$ cat src/rtl/sync_fifo.sv
// Single-clock parametrised FIFO with occupancy counter, registered read data,
// almost-full/almost-empty thresholds and sticky overflow/underflow flags.
module sync_fifo #(
  parameter int DATA_WIDTH = 8,
  parameter int DEPTH      = 256,
  parameter int AF_LEVEL   = DEPTH - 2,
  parameter int AE_LEVEL   = 1
) (
  input  logic                     clk,
  input  logic                     rst,
  input  logic [DATA_WIDTH-1:0]    data_in,
  input  logic                     write_enable,
  input  logic                     read_enable,
  input  logic                     err_clear,
  output logic [DATA_WIDTH-1:0]    data_out,
  output logic                     data_valid,
  output logic                     full,
  output logic                     empty,
  output logic                     almost_full,
  output logic                     almost_empty,
  output logic [$clog2(DEPTH):0]   count,
  output logic                     overflow,
  output logic                     underflow
);

  localparam int PTR_W = $clog2(DEPTH);
  localparam int CNT_W = PTR_W + 1;

  localparam logic [CNT_W-1:0] DEPTH_C = CNT_W'(DEPTH);
  localparam logic [CNT_W-1:0] AF_C    = CNT_W'(AF_LEVEL);
  localparam logic [CNT_W-1:0] AE_C    = CNT_W'(AE_LEVEL);

  logic [DATA_WIDTH-1:0] mem [DEPTH];
  logic [PTR_W-1:0]      wptr;
  logic [PTR_W-1:0]      rptr;
  logic                  wr_accept;
  logic                  rd_accept;

  // All status flags decode the one registered counter, so they can never disagree.
  assign full         = (count == DEPTH_C);
  assign empty        = (count == '0);
  assign almost_full  = (count >= AF_C);
  assign almost_empty = (count <= AE_C);

  assign wr_accept = write_enable && !full;
  assign rd_accept = read_enable  && !empty;

  // NOTE: the storage array has no reset so it maps onto plain RAM; stale words are
  // unreachable because the pointers and count are reset.
  always_ff @(posedge clk) begin
    if (wr_accept) mem[wptr] <= data_in;
  end

  // NOTE: non-blocking assignments keep every register sampling pre-edge values,
  // which is what makes the simultaneous read/write cases order-independent.
  always_ff @(posedge clk or negedge rst) begin
    if (!rst) begin
      wptr       <= '0;
      rptr       <= '0;
      count      <= '0;
      data_out   <= '0;
      data_valid <= 1'b0;
      overflow   <= 1'b0;
      underflow  <= 1'b0;
    end else begin
      if (wr_accept) wptr <= wptr + PTR_W'(1);
      if (rd_accept) begin
        rptr     <= rptr + PTR_W'(1);
        data_out <= mem[rptr];
      end
      data_valid <= rd_accept;

      case ({wr_accept, rd_accept})
        2'b10:   count <= count + CNT_W'(1);
        2'b01:   count <= count - CNT_W'(1);
        default: count <= count;
      endcase

      // A new error event outranks a clear arriving in the same cycle.
      if (write_enable && full)      overflow <= 1'b1;
      else if (err_clear)            overflow <= 1'b0;

      if (read_enable && empty)      underflow <= 1'b1;
      else if (err_clear)            underflow <= 1'b0;
    end
  end

endmodule

$ cat config.mk
export PLATFORM = sky130hd
export DESIGN_NAME = sync_fifo
export DESIGN_NICKNAME = d
export VERILOG_FILES = /design/src/rtl/sync_fifo.sv
export SDC_FILE = /design/constraint.sdc
export NUM_CORES = 2
export LEC_CHECK = 0
export BUFFER_PORTS_ARGS = -buffer_cell sky130_fd_sc_hd__buf_2
export CORE_MARGIN = 3
export CORE_UTILIZATION = 30
export CTS_CLUSTER_DIAMETER = 40
export DETAILED_ROUTE_END_ITERATION = 7
export PLACE_DENSITY_LB_ADDON = 0.08
export SYNTH_ARGS = -nofsm -noshare
export SYNTH_HDL_FRONTEND = slang
export SYNTH_SLANG_ARGS = --single-unit
$ cat constraint.sdc
create_clock -name clk -period 5.9 [get_ports clk]
set_input_delay 0.295 -clock clk [delete_from_list [all_inputs] [get_ports clk]]
set_output_delay 0.295 -clock clk [all_outputs]
set_load 0.02 [all_outputs]
* Word-level counts from Yosys, hierarchy flattened
Memories as Yosys holds them, arrays and structs flattened. A register that Yosys moved wholly into a read port is not among the register bits. Index checks and enable logic that the tools add are counted.
Operators by class: add/sub/neg operators 4, $lt $le $gt $ge 2, equality and inequality tests 3, multiplexer cells 6, reduce and logical (&&, ||, !) cells 11
Operators by type and width (count):
- case mux 9 bit (2 select lines) | 1
- adder 8 x 1 -> 8 bit, second input constant | 2
- adder 9 x 1 -> 9 bit, second input constant | 1
- == test 9 bit, second input constant | 1
- >= comparator 9 x 8 -> 1 bit, second input constant | 1
- less-or-equal comparator 9 x 1 -> 1 bit, second input constant | 1
- zero test 9 bit | 1
- subtractor 9 x 1 -> 9 bit, second input constant | 1
- nonzero test 2 bit | 3
- 2-to-1 mux 1 bit | 5
- logical AND 1 bit | 4
- zero test 1 bit | 3
- == test 2 x 1 -> 1 bit, second input constant | 1
- == test 2 bit, second input constant | 1
Word-level totals: register bits after elaboration 28, RAM bits 2048, input port bits 13, output and inout port bits 24, logic and storage cells 33, memories 1
Memories:
- mem | depth 256, width 8, rd ports 1, clocked after Yosys merged registers in 1, write ports 1, line 33 | logic [DATA_WIDTH-1:0] mem [DEPTH];

* Logic depth before layout (Yosys ltp)
word-level depth 5, gate-level depth with buffers 13, gate-level depth less buffers 11

* Worst setup path before layout
Ideal clock, no wire load.
kind reg-to-reg, start reg count[2], end reg count[8], setup time 135 ps, data arrival time 2947 ps, data required time 5765 ps, path slack 2818 ps, cell stages (with the launch flop) 13, path buffers 3, clock period less this slack 3082 ps, cells stage by stage dfrtp_1 > buf_2 > or3_1 > nor4_2 > nor2b_1 > clkbuf_1 > inv_1 > ha_1 > clkbuf_1 > nand3_1 > a21oi_1 > nand2_1 > xnor2_1
On the way: longest elaborated chain between the ends 5, elaborated cells on any way between the ends 12, those cells by class add/sub: 2; eq/ne: 3; mux: 1; reduce/logical: 6
RTL lines:
- start, declared | line 21 | output logic [$clog2(DEPTH):0] count,
- start signal, assigned | line 74 | 2'b10: count <= count + CNT_W'(1);
- start signal, assigned | line 75 | 2'b01: count <= count - CNT_W'(1);
- start signal, assigned | line 76 | default: count <= count;
- == test 9 bit (*) | line 40 | assign full = (count == DEPTH_C);
- named net full | line 17 | output logic full,
- zero test 1 bit (*) | line 45 | assign wr_accept = write_enable && !full;
- logical AND 1 bit (*) | line 45
- == test 2 x 1 -> 1 bit / == test 2 bit (equally long branches) | line 73 | case ({wr_accept, rd_accept})
- case mux 9 bit (2 select lines) / nonzero test 2 bit (equally long branches)
Mark *: on every way through the listed nets, which the timed path passes. The rest lies on a longest branch. A chain may end at the register's enable or synchronous reset.

* Worst setup path after layout
start reg count[0], end mem mem[152][7], enable pin
On the way: longest elaborated chain between the ends 5
RTL lines:
- == test 9 bit | line 40
- zero test 1 bit | line 45
- logical AND 1 bit | line 45
- 2-to-1 mux 1 bit | line 51 | if (wr_accept) mem[wptr] <= data_in;
- 2-to-1 mux 1 bit (not written as such) | line 51
- end, declared | line 33
Every way passes these cells.

==> results.md <==
- Top Ports: 37
- Via count: 41100
- DR iter-0 viols: 3400
- Crit Path Category: register to register
- Largest net degree at the start of global routing: 142
- Area share of the leading cell type in the synthesized netlist: 75.6%
- Top_reg_cell synth: edfxtp_1
- Total Nets Final: 4374
- Final wirelength: 255 mm
- Routed vias/inst: 4.99
- CTS max path bufs: 4
- Htree depth: 5
- Max-slew headroom: 16.2%
- Synth Area in Adders: 0.169%
- Syn Inst Count: 4020
- Synthesized Nets: 4044
- HPWL after detailed placement: 152 mm
- Final min period: 4210 ps
- CTS tree: yes
- Hold Crit Class: primary input to register
- Synth area leader: edfxtp_1
- Max VDD drop: 0.271 mV
- Status: finished, final reports clean
- Drt pass-1 iters: 5
- IO Port Bufs: 36
- Top cells by area in the synthesized netlist: edfxtp_1 (76%), mux4_2 (11%), mux2i_1 (3.3%), nor2_1 (1.4%), dfrtp_1 (1.1%)
- Clock Skew: 73.6 ps
- Fin crit share: 71.3%
- Core area: 269000 µm²
- Pwr/cell area: 524 nW/µm²
- Setup tns final: 0 ps
- Grt total ovfl: 0
- TritonCTS buffer count: 391
- Post-synth EDFFs: 2048
- FFs w/ async S/R, synth: 1.73%
- CTS resizes: 0
- Cell mode on critical path: inv_1
- Post-synthesis compound-gate area fraction: 3.55%
- Worst hold slack: 64.7 ps
- Xor and xnor area share after synthesis: 0.248%
- Critical Path, Cell by Cell: inv_1 -> ha_1 -> inv_1 -> nor4_2 -> nor2b_1 -> buf_4 -> inv_1 -> nor3b_1 -> nand2_2 -> nor2_1
- Mux contribution to synthesized area: 14.6%
- Final Cell Area: 99900 µm²
- Crit-path max FO: 16
- Clock transition at path regs: 50 ps
- Mean post-synth cell area: 20.2 µm²
- Most frequent cells in the layout: edfxtp_1 (2048), mux4_2 (407), clkbuf_16 (397), nor2_1 (307), mux2i_1 (266)
- Initial Util: 30.2%
- First-pass GRT wire length: 357 mm
- Post-synthesis simple-gate area fraction: 2.98%
- Drt wl/cell: 30.9 µm
- Row Count: 190
- Leakage: 32.1 nW
- Finish-stage setup viols: 0
- Power, Total: 52.4 mW
- Post-Place Cell Area: 86100 µm²
- Routability congestion estimate: 0.758
- Final non-filler cell total: 8233
- Least-Margin Pin Slew: 1250 ps
- Commonest non-fill, non-tap cell in the layout: edfxtp_1
- Maximum clock rate: 238 MHz
- CP Capture Type: register
- #FFs+latches synth: 2084
- Area delta synth->final: 22.9%
- Yosys cell types: 54
- Die ar.: 277000 µm²
- Main combinational cell family by area after synthesis: multiplexers
- Vias in the first global route: 43600
- Final hold vios: 0
- MaxCap Viol Count: 0
- Initial antenna violation count: 14
- Gr usage total: 18.2%
- Layout cell share with drive strength beyond 1: 26.8%
- Worst path required time: 6350 ps
- Synth Warn #: 0
- Die H: 527 µm
- Seq/Total Area, Yosys: 76.8%
- DRC errors left: 0
- Slowest-stage cell, CP: nor2_1
- Post-Place Cells: 7497
- Die width: 527 µm
- Max stage delay on crit path: 980 ps
- CTS sink count: 2084
- Routed Antenna Nets: 0
- Mapped cell area: 81300 µm²
- Worst skew pair latency: 880 ps
- Crit path DAT: 4660 ps
- Max-slew violations: 0
- Startpoint Class: register
- Clock root buffer: clkbuf_16
- RSZ-0062 raised after global routing: false
[kinds of logic (layout without fill, tap and decap cells)]
family                     after synthesis  in the layout
xor gates and xnor gates                23             23
buffers and inverters                  257            911
DFF                                   2084           2084
adders and majority gates               11             11
other                                    0              7
and+or+nand+nor                        561            561
muxes                                  673            673
AOI/OAI and AO/OA                      411            411
[flip-flops by register name (all words and copies together) (netlist names)]
| register | flops |
|---|---|
| wptr | 8 |
| overflow | 1 |
| underflow | 1 |
| count | 9 |
| mem | 2048 |
| data_out | 8 |
| data_valid | 1 |
| rptr | 8 |
[synthesized netlist by cell type, drive strengths merged, types with 7 or more instances]
library cell,number
edfxtp,2048
mux4,407
nor2,310
mux2i,266
buf,130
clkbuf,115
nand2,99
o221ai,97
a21oi,71
a22oi,62
o21ai,56
nand3,43
o22ai,43
dfrtp,36
nor3,33
nor4,17
xnor2,17
o211ai,16
nand4,15
a221oi,14
inv,12
ha,11
a31oi,10
nor2b,10
o31ai,9
or3,9
a211oi,8
a21o,7
[worst max-delay path, delay by kind of cell, from the launching register on]
| kind | cells | cell delay (ps) |
|---|---|---|
| AND/OR/NAND/NOR | 5 | 2520 |
| adder cells (fa/ha/maj) | 1 | 210 |
| buffers and inverters | 4 | 590 |
| flip-flops | 1 | 480 |
[per-layer routing]
metal / GRT usage, % / share of wire [%] / vias to the layer above
met1: 25.4 / 45 / 22200
met5: 0 / 0.0039 / -
li1: - / - / 17500
met3: 2.75 / 4.1 / 358
met4: 4.42 / 2.2 / 2
met2: 29.8 / 48 / 968
[per-stage QoR]
stage / utilization [%] / worst slack, ps
2_1_floorplan: - / 2820
3_3_place_gp: 32.0 / 1150
3_5_place_dp: 32.0 / 1580
4_1_cts: 37.1 / 1590
5_1_grt: 37.2 / 1400
6_report: 37.2 / 1690
[path summary, 6_finish.rpt]
check                      cells after the start          end  slack [ps]        from
min reg2reg                                    1     count[7]         540    count[7]
min                                            1  mem[245][2]          60  data_in[2]
max in group asynchronous                      3      rptr[3]        5250         rst
max reg2reg                                   10  mem[152][7]        1690    count[0]
min in group asynchronous                      3      rptr[0]         100         rst
max                                           10  mem[152][7]        1690    count[0]
[what timing repair did]
action                                 in CTS  in global routing
hold buffers                               12                  0
endpoints found under the hold margin     382                  0
buffers inserted                            0                  0
[layout make-up]
type / instances / area (µm²)
antenna: 7 / 17.5
clock buffer: 439 / 10200
clock inverter: 278 / 3500
fill: 24600 / 169000
inverter: 12 / 51.3
multi-input combinational: 1679 / 17600
sequential: 2084 / 62400
tap: 3552 / 4440
timing repair buffer: 182 / 1720
[where the power goes]
part / internal, mW / total (mW) / switching, mW
sequential: 16.5 / 17.0 / 0.432
combinational: 4.54 / 12.3 / 7.74
clock: 15.3 / 23.1 / 7.83
Note: power is estimated with default switching activity, not from simulation.
